--- config.mk ---
export PLATFORM = sky130hd
export DESIGN_NAME = sram_port_arbiter
export DESIGN_NICKNAME = d
export VERILOG_FILES = /design/src/rtl/sram_pkg.sv /design/src/rtl/rr_arbiter.sv /design/src/rtl/sram_port_arbiter.sv
export SDC_FILE = /design/constraint.sdc
export NUM_CORES = 1
export LEC_CHECK = 0
export CAP_MARGIN = 10
export CORE_ASPECT_RATIO = 1.4
export CORE_MARGIN = 5
export CORE_UTILIZATION = 25
export CTS_CLUSTER_SIZE = 25
export DETAILED_ROUTE_END_ITERATION = 6
export GPL_ROUTABILITY_DRIVEN = 0
export PLACE_DENSITY = 0.75
export SYNTH_ARGS = -nofsm -noshare
export SYNTH_HDL_FRONTEND = slang
export SYNTH_SLANG_ARGS = --single-unit
--- constraint.sdc ---
create_clock -name clk -period 2.8 [get_ports clk]
set_input_delay 0.56 -clock clk [delete_from_list [all_inputs] [get_ports clk]]
set_output_delay 0.56 -clock clk [all_outputs]
set_load 0.05 [all_outputs]
--- src/rtl/sram_pkg.sv ---
// sram_pkg: shared constants and types for the packet-buffer SRAM
// (16K x 16, one write port, one read port).
//   ADDR_W     : SRAM address width
//   DATA_W     : SRAM data width
//   SRAM_DEPTH : number of SRAM words
//   addr_t     : SRAM address type
//   data_t     : SRAM data type
package sram_pkg;
   localparam int ADDR_W     = 14;
   localparam int DATA_W     = 16;
   localparam int SRAM_DEPTH = 16384;

   typedef logic [ADDR_W-1:0] addr_t;
   typedef logic [DATA_W-1:0] data_t;
endpackage : sram_pkg

--- src/rtl/rr_arbiter.sv ---
// rr_arbiter: N-way round-robin arbiter with a registered priority pointer.
// The grant is combinational from req and the pointer. The search starts at
// ptr and wraps modulo N, and the first requester found wins. After a grant to
// port k the pointer moves to (k+1) mod N; with no grant it holds.
// Ports:
//   clk : clock
//   rst : asynchronous active-high reset; clears the pointer and forces gnt to 0
//   req : per-port request
//   gnt : one-hot grant (all zero when nothing is granted)
module rr_arbiter #(
   parameter int N = 4
) (
   input  logic         clk,
   input  logic         rst,
   input  logic [N-1:0] req,
   output logic [N-1:0] gnt
);
   localparam int PTR_W = (N > 1) ? $clog2(N) : 1;

   logic [PTR_W-1:0] ptr_q;
   logic [PTR_W-1:0] ptr_d;
   logic [PTR_W-1:0] win;
   logic [PTR_W:0]   sum;
   logic             found;

   always_comb begin
      found = 1'b0;
      win   = '0;
      sum   = '0;
      for (int i = 0; i < N; i++) begin
         // ptr < N and i < N, so one conditional subtract gives (ptr+i) mod N.
         sum = {1'b0, ptr_q} + (PTR_W+1)'(i);
         if (sum >= (PTR_W+1)'(N)) begin
            sum = sum - (PTR_W+1)'(N);
         end
         if (!found && req[sum[PTR_W-1:0]]) begin
            found = 1'b1;
            win   = sum[PTR_W-1:0];
         end
      end
      // Reset forces the grant low right away, so no transfer starts during reset.
      if (rst) begin
         found = 1'b0;
      end
      gnt   = '0;
      ptr_d = ptr_q;
      if (found) begin
         gnt[win] = 1'b1;
         if (win == PTR_W'(N-1)) begin
            ptr_d = '0;
         end else begin
            ptr_d = win + 1'b1;
         end
      end
   end

   always_ff @(posedge clk or posedge rst) begin
      if (rst) begin
         ptr_q <= '0;
      end else begin
         ptr_q <= ptr_d;
      end
   end
endmodule : rr_arbiter

--- src/rtl/sram_port_arbiter.sv ---
// sram_port_arbiter: shares one single-write/single-read SRAM among N_PORTS
// requesters. The write path and the read path each use an independent
// round-robin arbiter, so the block grants at most one write and one read per
// cycle.
// Handshake: a requester holds req/addr/data stable until it sees gnt in the
// same cycle. The transfer completes at the clock edge that ends that cycle.
// Read data comes back one cycle after the grant, flagged by a one-hot rd_vld
// on the shared rd_data bus.
// Ports:
//   clk, rst                    : clock, asynchronous active-high reset
//   wr_req/wr_addr/wr_data      : per-port write requests (port k at slice k)
//   wr_gnt                      : one-hot write grant
//   rd_req/rd_addr              : per-port read requests
//   rd_gnt                      : one-hot read grant
//   rd_vld/rd_data              : read return, valid one cycle after rd_gnt
//   mem_wr_en/mem_wr_addr/mem_din : SRAM write port
//   mem_rd_en/mem_rd_addr/mem_dout: SRAM read port (registered read data)
module sram_port_arbiter #(
   parameter int N_PORTS = 4,
   parameter int ADDR_W  = sram_pkg::ADDR_W,
   parameter int DATA_W  = sram_pkg::DATA_W
) (
   input  logic                      clk,
   input  logic                      rst,
   input  logic [N_PORTS-1:0]        wr_req,
   input  logic [N_PORTS*ADDR_W-1:0] wr_addr,
   input  logic [N_PORTS*DATA_W-1:0] wr_data,
   output logic [N_PORTS-1:0]        wr_gnt,
   input  logic [N_PORTS-1:0]        rd_req,
   input  logic [N_PORTS*ADDR_W-1:0] rd_addr,
   output logic [N_PORTS-1:0]        rd_gnt,
   output logic [N_PORTS-1:0]        rd_vld,
   output logic [DATA_W-1:0]         rd_data,
   output logic                      mem_wr_en,
   output logic [ADDR_W-1:0]         mem_wr_addr,
   output logic [DATA_W-1:0]         mem_din,
   output logic                      mem_rd_en,
   output logic [ADDR_W-1:0]         mem_rd_addr,
   input  logic [DATA_W-1:0]         mem_dout
);
   logic [N_PORTS-1:0] rd_vld_q;
   logic [N_PORTS-1:0] rd_vld_d;

   rr_arbiter #(.N(N_PORTS)) u_wr_arb (
      .clk (clk),
      .rst (rst),
      .req (wr_req),
      .gnt (wr_gnt)
   );

   rr_arbiter #(.N(N_PORTS)) u_rd_arb (
      .clk (clk),
      .rst (rst),
      .req (rd_req),
      .gnt (rd_gnt)
   );

   // Grants are one-hot, so a priority-free select is enough. With no grant,
   // address and data stay at zero.
   always_comb begin
      mem_wr_addr = '0;
      mem_din     = '0;
      mem_rd_addr = '0;
      for (int k = 0; k < N_PORTS; k++) begin
         if (wr_gnt[k]) begin
            mem_wr_addr = wr_addr[k*ADDR_W +: ADDR_W];
            mem_din     = wr_data[k*DATA_W +: DATA_W];
         end
         if (rd_gnt[k]) begin
            mem_rd_addr = rd_addr[k*ADDR_W +: ADDR_W];
         end
      end
   end

   assign mem_wr_en = |wr_gnt;
   assign mem_rd_en = |rd_gnt;

   // The SRAM registers its read data, so the valid tag is the grant delayed by
   // one cycle. A read in flight when reset hits is dropped.
   always_comb begin
      rd_vld_d = rd_gnt;
   end

   always_ff @(posedge clk or posedge rst) begin
      if (rst) begin
         rd_vld_q <= '0;
      end else begin
         rd_vld_q <= rd_vld_d;
      end
   end

   assign rd_vld  = rd_vld_q;
   assign rd_data = mem_dout;
endmodule : sram_port_arbiter
==> results of run 1 <==
## area by class of cell
cell class                 count  area [um^2]  share of cell area (%)
tap                          110          138                    1.84
multi-input combinational    275         3090                    41.3
inverter                      21         88.8                    1.19
clock buffer                   3         75.1                    1.00
sequential                     8          203                    2.71
timing repair buffer         331         3890                    52.0
## layer usage
layer | part of all wire, % | vias to the layer above
li1 | - | 1889
met1 | 32 | 2063
met2 | 53 | 275
met3 | 10 | 66
met4 | 4.1 | 2
met5 | 0.070 | -
## stage by stage
step                hold WS (ns)  setup slack (ns)
detailed placement         0.572            -0.667
CTS                        0.613            -0.412
finish                     0.628            -0.374
global placement           0.547            -0.626
floorplan                  0.420            -0.293
global route               0.642            -0.425
## worst reg2reg max path, cell delays in order, from the launching register on
cell and delay, ns:
sky130_fd_sc_hd__dfrtp_1 0.43, sky130_fd_sc_hd__nand2b_1 0.18, sky130_fd_sc_hd__a21o_1 0.21, sky130_fd_sc_hd__and3_4 0.20, sky130_fd_sc_hd__buf_4 0.13, sky130_fd_sc_hd__buf_6 0.11
sky130_fd_sc_hd__ha_4 0.18, sky130_fd_sc_hd__buf_16 0.14, sky130_fd_sc_hd__buf_6 0.11, sky130_fd_sc_hd__buf_4 0.12, sky130_fd_sc_hd__and3_4 0.17
## power by group through the flow
stage               Clock [mW]  Sequential [mW]  Combinational [mW]
finish                   0.242            0.207                6.93
global route             0.250            0.211                7.19
floorplan                    0            0.225                3.39
global placement             0            0.189                5.08
CTS                      0.246            0.202                6.76
detailed placement           0            0.192                5.15
## state kept, by name, indices dropped and copies added (netlist names)
register        count
u_wr_arb.ptr_q      2
rd_vld              4
u_rd_arb.ptr_q      2
## final timing paths
kind	depth (start not counted)	slack [ns]	startpoint	endpoint
worst max-delay path	10	-0.37	rd_req[0]	mem_rd_addr[5]
worst min-delay path	1	0.63	u_rd_arb.ptr_q[1]$_DFFE_PP0P_	u_rd_arb.ptr_q[1]$_DFFE_PP0P_
worst max register to register	10	0.70	u_rd_arb.ptr_q[1]$_DFFE_PP0P_	rd_vld[3]$_DFF_PP0_
worst min register to register	1	0.63	u_rd_arb.ptr_q[1]$_DFFE_PP0P_	u_rd_arb.ptr_q[1]$_DFFE_PP0P_
max in group asynchronous	3	1.88	rst	u_wr_arb.ptr_q[1]$_DFFE_PP0P_
min in group asynchronous	3	0.75	rst	rd_vld[0]$_DFF_PP0_
## repair_timing
item,CTS,global route
gates cloned,13,0
buffers inserted,35,6
endpoints found under the hold margin,0,0
resized for setup,160,50
pin swaps,114,42
endpoints found under the setup margin,54,52
## cell families (layout without fill, tap and decap cells)
kind of cell	after synthesis	after routing	share of synthesized area, %
simple gates	116	116	28.5
mux	2	2	1.09
buf+inv	76	355	14.8
compound gates	149	149	43.2
fa+ha+maj	8	8	4.14
flops	8	8	8.28
## placed cells by master, fill, tap and decap left out, types with 16 or more instances in the layout
| master | synthesis | layout |
|---|---|---|
| sky130_fd_sc_hd__clkdlybuf4s50_1 | 0 | 181 |
| sky130_fd_sc_hd__nand2_1 | 46 | 46 |
| sky130_fd_sc_hd__a21oi_4 | 0 | 45 |
| sky130_fd_sc_hd__buf_12 | 0 | 43 |
| sky130_fd_sc_hd__buf_4 | 17 | 40 |
| sky130_fd_sc_hd__buf_6 | 1 | 40 |
| sky130_fd_sc_hd__a21o_1 | 32 | 32 |
| sky130_fd_sc_hd__o221ai_4 | 0 | 20 |
| sky130_fd_sc_hd__and3b_2 | 0 | 18 |
| sky130_fd_sc_hd__inv_1 | 21 | 16 |
==> summary.txt, run 1 <==
Power and ir drop
  • Net switching power: 3.60 mW
  • Power density normalized to cell area: 985 mW/mm^2
  • Power after layout: 7.38 mW
  • Share of power burned in combinational logic: 93.9%
  • Fraction of power spent switching nets: 48.8%
  • Part of the power in the clock network: 3.3%
  • Total leakage power: 2.99 nW
  • IR drop worst, VDD: 0.566 mV
  • Internal power component: 3.78 mW
  • Fraction of power consumed by sequential logic: 2.8%

Final layout
  • Cell Count, Final, Fillers Out: 748
  • Number of nets at the end of the flow: 850
  • Area growth from synthesis to final layout: 210%
  • Fraction of layout instances using a drive strength above 1: 45.1%
  • Fillers: 557
  • Fraction of the core area covered by cells at the end of the flow: 79.2%
  • Antenna cell count: 0
  • Final instance area: 0.00749 mm^2

Drt
  • Average via count per standard cell: 5.74
  • DRT iter0 DRCs: 134
  • Detailed Route WL: 18500 um
  • Post-route antenna net violation count: 0
  • First-pass iteration count of the detailed router: 4
  • Drt wl/cell: 24.7 um
  • Remaining routing DRC violations: 0
  • Via Count: 4295

Clock network
  • CTS clk-pin slew, worst paths: 0.04 ns
  • TritonCTS clock tree: yes
  • Sinks on the clock net: 8
  • Clk buf depth: 2
  • Clock insertion delay at the later pin of the skew report: 0.23 ns
  • Number of H-tree levels: 1
  • Total CTS buffers: 3
  • Count of hold-fix buffers inserted at cts: 0
  • Clk root buf: sky130_fd_sc_hd__clkbuf_16

Floorplan
  • Total Die Area: 0.0118 mm^2
  • Effective utilization at floorplan: 25.6%
  • Overall die width: 93.1 um
  • Core ar.: 0.00946 mm^2
  • Vertical die dimension: 126 um
  • Standard-cell rows: 42
  • Num ports: 276

Synth
  • Number of warnings printed during yosys synthesis: 0
  • Sequential area share after synthesis: 8.28%
  • Primary FF master, synth: sky130_fd_sc_hd__dfrtp_1
  • Largest area contributor in the synthesized netlist: sky130_fd_sc_hd__a21oi_1
  • Flip-flop and latch count after synthesis: 8
  • Cell Area, Synth: 0.00242 mm^2
  • Asr flop ratio synth: 100%
  • Syn_area_per_cell: 6.74 um^2
  • List of most frequent post-synthesis cells: sky130_fd_sc_hd__a21oi_1 (60), sky130_fd_sc_hd__nand2_1 (46), sky130_fd_sc_hd__clkbuf_1 (36)
  • Area contributors post-synth: sky130_fd_sc_hd__a21oi_1 (12%), sky130_fd_sc_hd__and3b_1 (11%), sky130_fd_sc_hd__o221ai_1 (11%)
  • Synth cell types: 36
  • Most used standard cell by instance count after synthesis: sky130_fd_sc_hd__a21oi_1
  • Mapped Nets: 569
  • Fraction of synthesized cell area taken by the top area cell type: 12.4%
  • Number of enable flip-flop cells after synthesis: 0
  • Instance count of the mapped netlist: 359

Worst setup path
  • Slowest CP cell: sky130_fd_sc_hd__or4_4
  • Library cell appearing most often on the critical path: sky130_fd_sc_hd__buf_12
  • Cell-by-cell listing of the critical path: buf_6, or4_4, and3_4, ha_4, buf_12, buf_8, nand3b_1, a221o_1, a21oi_4, buf_12
  • Highest net fanout along the worst path: 8
  • Required time of the worst setup path: 2.24 ns
  • Path type of the worst setup path: input port to output pin
  • Crit path launch type: input port
  • Critical path buffers and inverters: 4
  • Arrival time at the worst endpoint: 2.61 ns
  • Critical Path Max Stage Delay: 0.54 ns
  • Kind of cell adding the most delay to the critical path: simple AND/OR/NAND/NOR gates
  • CP endpoint kind: output pin

STA
  • Unrepaired setup endpoints after global routing: true
  • Worst slew margin relative to its limit: 64.2%
  • TNS Setup: -9.37 ns
  • Time the final worst path needs with I/O delays and setup: 3.17 ns
  • Max Slew Vio Count: 0
  • Post-Route Skew: 0.000690 ns
  • Hold Vio Cnt, Final: 0
  • Post-layout worst setup margin: -0.374 ns
  • Final setup violation count: 46
  • Pin slew with the least headroom to its limit: 0.535 ns
  • Highest attainable clock frequency: 0.315 GHz
  • Post-route fraction of the period consumed by the critical path: 113%

Outcome
  • Result of the run: complete, but fails checks
  • Violations in the final reports: setup timing

GRT
  • First-pass GRT wire length: 26600 um
  • Via count of the first global-routing pass: 4833
  • Most Crowded Layer GR: met2
  • GRT Total Usage: 28.6%
  • Met1 GRT Util: 29.0%
  • Largest net degree at the start of global routing: 31
  • Antenna violations before repair: 1
  • Fraction of met2 tracks used by global routing: 53.3%
  • Grt met3 use: 8.83%
  • Overflow left after global routing: 0

Placement
  • Number of buffer cells added on primary ports: 243
  • Placed instance count: 701
  • DP Area: 0.00613 mm^2
  • Post-detailed-placement half-perimeter wirelength: 11200 um

Flow run
  • Maximum Capacitance Violations: 0

Min path
  • Class of the worst hold path: flop to flop
No activity file was read; power rests on OpenSTA's default activity.
==> run 2, diff against run 1 <==
--- a/config.mk
+++ b/config.mk
@@ -6,13 +6,17 @@
 export NUM_CORES = 1
 export LEC_CHECK = 0
 export CAP_MARGIN = 10
+export CELL_PAD_IN_SITES_DETAIL_PLACEMENT = 0
+export CELL_PAD_IN_SITES_GLOBAL_PLACEMENT = 1
 export CORE_ASPECT_RATIO = 1.4
 export CORE_MARGIN = 5
-export CORE_UTILIZATION = 25
+export CORE_UTILIZATION = 15
 export CTS_CLUSTER_SIZE = 25
 export DETAILED_ROUTE_END_ITERATION = 6
 export GPL_ROUTABILITY_DRIVEN = 0
-export PLACE_DENSITY = 0.75
+export GPL_TIMING_DRIVEN = 0
+export MAX_ROUTING_LAYER = met4
+export PLACE_DENSITY = 0.74
 export SYNTH_ARGS = -nofsm -noshare
 export SYNTH_HDL_FRONTEND = slang
 export SYNTH_SLANG_ARGS = --single-unit
==> summary.txt, run 2 (synthesized netlist as in run 1, its figures left out) <==
Floorplan
  • Num ports: 276
  • Overall die width: 117 um
  • Vertical die dimension: 160 um
  • Total Die Area: 0.0188 mm^2
  • Core ar.: 0.0160 mm^2
  • Standard-cell rows: 55
  • Effective utilization at floorplan: 15.1%

Power and ir drop
  • IR drop worst, VDD: 0.418 mV
  • Total leakage power: 2.91 nW
  • Power density normalized to cell area: 905 mW/mm^2

Drt
  • Drt wl/cell: 20.2 um
  • Remaining routing DRC violations: 0
  • Via Count: 4061
  • DRT iter0 DRCs: 139
  • Average via count per standard cell: 4.77
  • Detailed Route WL: 17200 um
  • Post-route antenna net violation count: 0
  • First-pass iteration count of the detailed router: 4

Worst setup path
  • Slowest CP cell: sky130_fd_sc_hd__or4_4
  • Arrival time at the worst endpoint: 2.64 ns
  • Crit path launch type: input port
  • Cell-by-cell listing of the critical path: buf_8, or4_4, and3_4, ha_4, clkbuf_8, nand3b_1, a221o_1, a21oi_4, buf_6
  • Highest net fanout along the worst path: 6
  • Kind of cell adding the most delay to the critical path: simple AND/OR/NAND/NOR gates
  • Path type of the worst setup path: input port to output pin
  • CP endpoint kind: output pin
  • Required time of the worst setup path: 2.24 ns
  • Critical Path Max Stage Delay: 0.56 ns
  • Critical path buffers and inverters: 3

Final layout
  • Most common cell after layout, fill and taps aside: sky130_fd_sc_hd__clkdlybuf4s50_1
  • Fraction of the core area covered by cells at the end of the flow: 44.8%
  • Cell Count, Final, Fillers Out: 851
  • Area growth from synthesis to final layout: 197%
  • Antenna cell count: 0
  • Sequential Area: 205 um^2
  • Most used cells in the layout excluding fill and tap cells: sky130_fd_sc_hd__clkdlybuf4s50_1 (197), sky130_fd_sc_hd__nand2_1 (45), sky130_fd_sc_hd__a21oi_4 (44), sky130_fd_sc_hd__buf_4 (43), sky130_fd_sc_hd__buf_6 (43)
  • Area of the multi-input gates: 0.00287 mm^2
  • Fraction of layout instances using a drive strength above 1: 42.3%
  • Number of nets at the end of the flow: 864
  • Max FFs per register: 4
  • Fillers: 1584

STA
  • Post-layout worst setup margin: -0.399 ns
  • Worst slew margin relative to its limit: 60.1%
  • Hold Vio Cnt, Final: 0
  • TNS Setup: -7.64 ns
  • Post-route fraction of the period consumed by the critical path: 114%
  • Unrepaired setup endpoints after global routing: true
  • Highest attainable clock frequency: 0.313 GHz
  • Pin slew with the least headroom to its limit: 0.599 ns
  • Post-Route Skew: 0.00120 ns
  • Time the final worst path needs with I/O delays and setup: 3.20 ns
  • Final setup violation count: 47
  • Max Slew Vio Count: 0

Outcome
  • Result of the run: complete, but fails checks
  • Violations in the final reports: setup timing

Clock network
  • Sinks on the clock net: 8
  • Count of hold-fix buffers inserted at cts: 0
  • Clock insertion delay at the later pin of the skew report: 0.24 ns
  • Number of H-tree levels: 1
  • Clk buf depth: 2
  • CTS clk-pin slew, worst paths: 0.04 ns
  • Clk root buf: sky130_fd_sc_hd__clkbuf_16
  • TritonCTS clock tree: yes
  • Total CTS buffers: 3

Placement
  • Post-detailed-placement half-perimeter wirelength: 13300 um
  • Setup slack after placement: -1.70 ns
  • Placed instance count: 817
  • Number of buffer cells added on primary ports: 259

GRT
  • Overflow left after global routing: 0
  • Via count of the first global-routing pass: 4511
  • GRT Total Usage: 17.3%
  • Antenna violations before repair: 0
  • Largest net degree at the start of global routing: 15
  • First-pass GRT wire length: 25600 um

Flow run
  • Maximum Capacitance Violations: 0

Min path
  • Class of the worst hold path: flop to flop
## run 2: cell types whose count changed in the layout (fill, tap and decap cells not counted), sizes merged
cell | before | now
clkbuf | 3 | 28
clkinvlp | 0 | 1
clkdlybuf4s50 | 181 | 197
buf | 149 | 123
clkinv | 1 | 0
bufbuf | 1 | 0
## run 2: area by class of cell
| cell class | count | share of cell area (%) |
|---|---|---|
| repair buffers | 293 | 42.5 |
| multi-input cells | 275 | 40.0 |
| plain buffers | 52 | 8.96 |
| well taps | 199 | 3.47 |
| flip-flops and latches | 8 | 2.86 |
| inverters | 21 | 1.25 |
| clock buffers | 3 | 1.05 |
## run 2: worst paths after layout
check | startpoint | endpoint | slack [ns] | cells after the start
max in group asynchronous | rst | u_wr_arb.ptr_q[1]$_DFFE_PP0P_ | 1.78 | 3
min reg2reg | u_rd_arb.ptr_q[1]$_DFFE_PP0P_ | u_rd_arb.ptr_q[1]$_DFFE_PP0P_ | 0.57 | 1
min | u_rd_arb.ptr_q[1]$_DFFE_PP0P_ | u_rd_arb.ptr_q[1]$_DFFE_PP0P_ | 0.57 | 1
max reg2reg | u_rd_arb.ptr_q[1]$_DFFE_PP0P_ | rd_vld[0]$_DFF_PP0_ | 0.84 | 9
max | rd_req[0] | mem_rd_addr[3] | -0.40 | 9
min in group asynchronous | rst | rd_vld[3]$_DFF_PP0_ | 0.84 | 3
## run 2: power by group
part	leakage (nW)	total (mW)	internal (mW)	switching, mW
registers	0.0964	0.213	0.160	0.0536
clock network	0.0370	0.247	0.185	0.0622
logic	2.78	6.04	2.84	3.19
## run 2: what timing repair did
item                       in CTS  in global routing
cloned                          4                  2
setup endpoints to repair      54                 52
pin swaps                      73                 21
setup buffers                  13                 16
gates resized for setup       543                 57
## run 2: metrics by stage
| step | hold WS [ns] | area [um^2] | total power [mW] |
|---|---|---|---|
| final | 0.573 | 7180 | 6.50 |
| after global routing | 0.597 | 7180 | 6.84 |
| after CTS | 0.593 | 6840 | 6.12 |
| after detailed placement | 0.584 | 6050 | 5.02 |
| after global placement | 0.547 | 6050 | 4.98 |
| after floorplan | 0.420 | 3210 | 3.61 |
## run 2: per-layer routing
metal | global-route usage, % | part of all wire (%)
met5 | - | 0
met4 | 3.96 | 2.0
met1 | 17.8 | 37
met2 | 32.7 | 54
met3 | 4.04 | 7.0
==> patch (settings of run 2) <==
`ADDR_W`: 14 -> 13.
--- a/src/rtl/sram_pkg.sv
+++ b/src/rtl/sram_pkg.sv
@@ -6,7 +6,7 @@
 //   addr_t     : SRAM address type
 //   data_t     : SRAM data type
 package sram_pkg;
-   localparam int ADDR_W     = 14;
+   localparam int ADDR_W     = 13;
    localparam int DATA_W     = 16;
    localparam int SRAM_DEPTH = 16384;
 
Interface: changed (resized mem_rd_addr, mem_wr_addr, rd_addr and wr_addr); port bits go from 276 to 266. The function was not compared with the original's and may differ.
==> patch against run 2 <==
  * The run still ends with setup timing left
  * Area after synthesis is 1.2% lower
  * Core utilization shrank 0.95 points
  * Final cell count shrank 4.3%
  * Design area down 4.7%
  * Synthesized cell count is 4.5% lower
  * Setup slack improved by 180 ps
  * Die area fell by 1.1%
  * Sequential cell count unchanged
  * Total power down 7.2%
  * Wire length is 4.3% lower
  * Non-clock buffer count fell by 21
==> patch: results (changes against run 2) <==
root buf cell sky130_fd_sc_hd__clkbuf_16; max reg flops 4 (unchanged); most common flop cell mapped by yosys sky130_fd_sc_hd__dfrtp_1; setup violators final 42 (-11%); detailed-routed wire length on met3 1390 um (+16%); Syn. warnings 0 (unchanged); Post-Place Worst Slack -1710 ps (-16.2 ps); final net count 822 (-4.9%); wire length of the first global-routing pass 24500 um (-4.2%); transition time at the pin with the least slew margin 543 ps (-55.8 ps); routing usage on met3 4.07% (+0.030 points); Final TNS setup -5430 ps (+2210 ps); Top Metal Used met4; routed wire length per instance 20.2 um (about the same); # H-tree levels 1 (unchanged); CTS clock-pin slew for the worst setup and hold paths 40 ps (about the same); share of flip-flops with an asynchronous set or reset after synthesis 100% (unchanged); Pleak 2.75 nW (-5.5%); filler cell count 1506 (-4.9%); most frequent cells after synthesis sky130_fd_sc_hd__a21oi_1 (58), sky130_fd_sc_hd__nand2_1 (43), sky130_fd_sc_hd__a21o_1 (30); worst min-delay path category reg -> reg; clock skew 1.88 ps (+0.679 ps); Max Root-Sink Buffers 2 (unchanged); proportion of synthesized chip area in sequential cells 8.38% (+0.10 points); met2 demand-to-capacity share in global routing 33.0% (+0.27 points); met1 wire length 5780 um (-9.0%); via count 3831 (-5.7%); number of nets produced by synthesis 545 (-4.2%); global-route usage over all layers 17.2% (-0.066 points); maximum number of pins on one net before global-route repair 11 (-4); diodes inserted 0 (unchanged); violated checks setup timing; router iterations before antenna repair 4 (unchanged); worst setup slack after layout -224 ps (+175 ps); total half-perimeter wirelength after legalization and detailed placement 12800 um (-3.1%); result of the run finished, violations left; number of violations reported at the end of detailed-routing iteration 0 119 (-14%); grt met1 use 17.5% (-0.34 points); critical path fanouts, max 10 (+4); total of buffers placed on input and output ports 249 (-3.9%); layout cells sized above 1 41.4% (-0.91 points); via count of the first global-routing pass 4533 (+0.49%); detailed-routed wire length on met2 8910 um (-3.9%); Skew-Pair Late Insertion Delay 230 ps; total clock buffers created by CTS 3 (unchanged); Cell variety after synth 38 (+5.6%); worst endpoint data arrival time 2460 ps (-180 ps); main area contributors after synthesis sky130_fd_sc_hd__a21oi_1 (12%), sky130_fd_sc_hd__and3b_1 (11%), sky130_fd_sc_hd__o221ai_1 (11%); worst vdd rail ir drop 0.532 mV (+27%); antenna violations before repair 0 (unchanged)
## patch: cell types whose count changed in the layout (fill, tap and decap cells not counted), sizes merged, moves of 2 or more
cell           delta
a21oi             -2
clkbuf            -7
nand2             -3
and3b             -2
clkdlybuf4s50     -8
a31oi             -2
buf               -7
and2              +2
and3              -5
## patch: cell families (layout without fill, tap and decap cells)
| logic type | after synthesis | after routing | share of synthesized area [%] |
|---|---|---|---|
| AO/OA/AOI/OAI | 144 | 144 | 42.4 |
| adder cells (fa/ha/maj) | 8 | 8 | 4.19 |
| buffers and inverters | 72 | 347 | 17.0 |
| flip-flops | 8 | 8 | 8.38 |
| multiplexers | 3 | 3 | 1.52 |
| AND/OR/NAND/NOR | 108 | 108 | 26.5 |
## patch: layout make-up
cell class              instances  area, um2  area share, %
repair buffers                274       2840           41.5
inverters                      20       81.3           1.19
flip-flops and latches          8        205           3.00
clock buffers                   3       75.1           1.10
multi-input cells             263       2770           40.5
well taps                     196        245           3.59
plain buffers                  50        624           9.13
## patch: power breakdown
part | switching [mW] | internal (mW) | leakage (nW) | total, mW
clock | 0.0581 | 0.184 | 0.0370 | 0.242
sequential | 0.0444 | 0.156 | 0.0964 | 0.201
combinational | 2.98 | 2.60 | 2.62 | 5.59
## patch: critical path, stage by stage (launching register included)
cell and delay [ps]:
sky130_fd_sc_hd__dfrtp_2 440, sky130_fd_sc_hd__nor3b_2 180, sky130_fd_sc_hd__a211o_1 260, sky130_fd_sc_hd__o21ai_2 80, sky130_fd_sc_hd__buf_4 140, sky130_fd_sc_hd__ha_4 160, sky130_fd_sc_hd__buf_8 140, sky130_fd_sc_hd__nand3b_1 80
sky130_fd_sc_hd__a221o_1 370, sky130_fd_sc_hd__a21oi_4 190, sky130_fd_sc_hd__buf_8 170
## patch: stage by stage
stage,std cells,area [um2],util [%]
floorplan,343,2910,-
global placement,788,5650,36.2
detailed placement,788,5650,36.2
CTS,812,6630,42.5
global route,814,6840,43.8
finish,814,6840,43.8
## patch: final timing paths
kind | startpoint | end | slack (ps) | cells after the start
worst max-delay path | u_rd_arb.ptr_q[0] | mem_rd_addr[6] | -220 | 10
worst min-delay path | u_rd_arb.ptr_q[0] | u_rd_arb.ptr_q[0] | 610 | 1
worst max register to register | u_rd_arb.ptr_q[0] | rd_vld[3] | 970 | 7
worst min register to register | u_rd_arb.ptr_q[0] | u_rd_arb.ptr_q[0] | 610 | 1
max in group asynchronous | rst | u_rd_arb.ptr_q[1] | 1770 | 2
min in group asynchronous | rst | u_wr_arb.ptr_q[0] | 770 | 2
## patch: repair_timing
| item | 4_1_cts | 5_1_grt |
|---|---|---|
| cloned | 4 | 1 |
| pin swaps | 55 | 18 |
| resized for setup | 525 | 49 |
| buffers inserted | 18 | 3 |
| endpoints found under the setup margin | 52 | 52 |
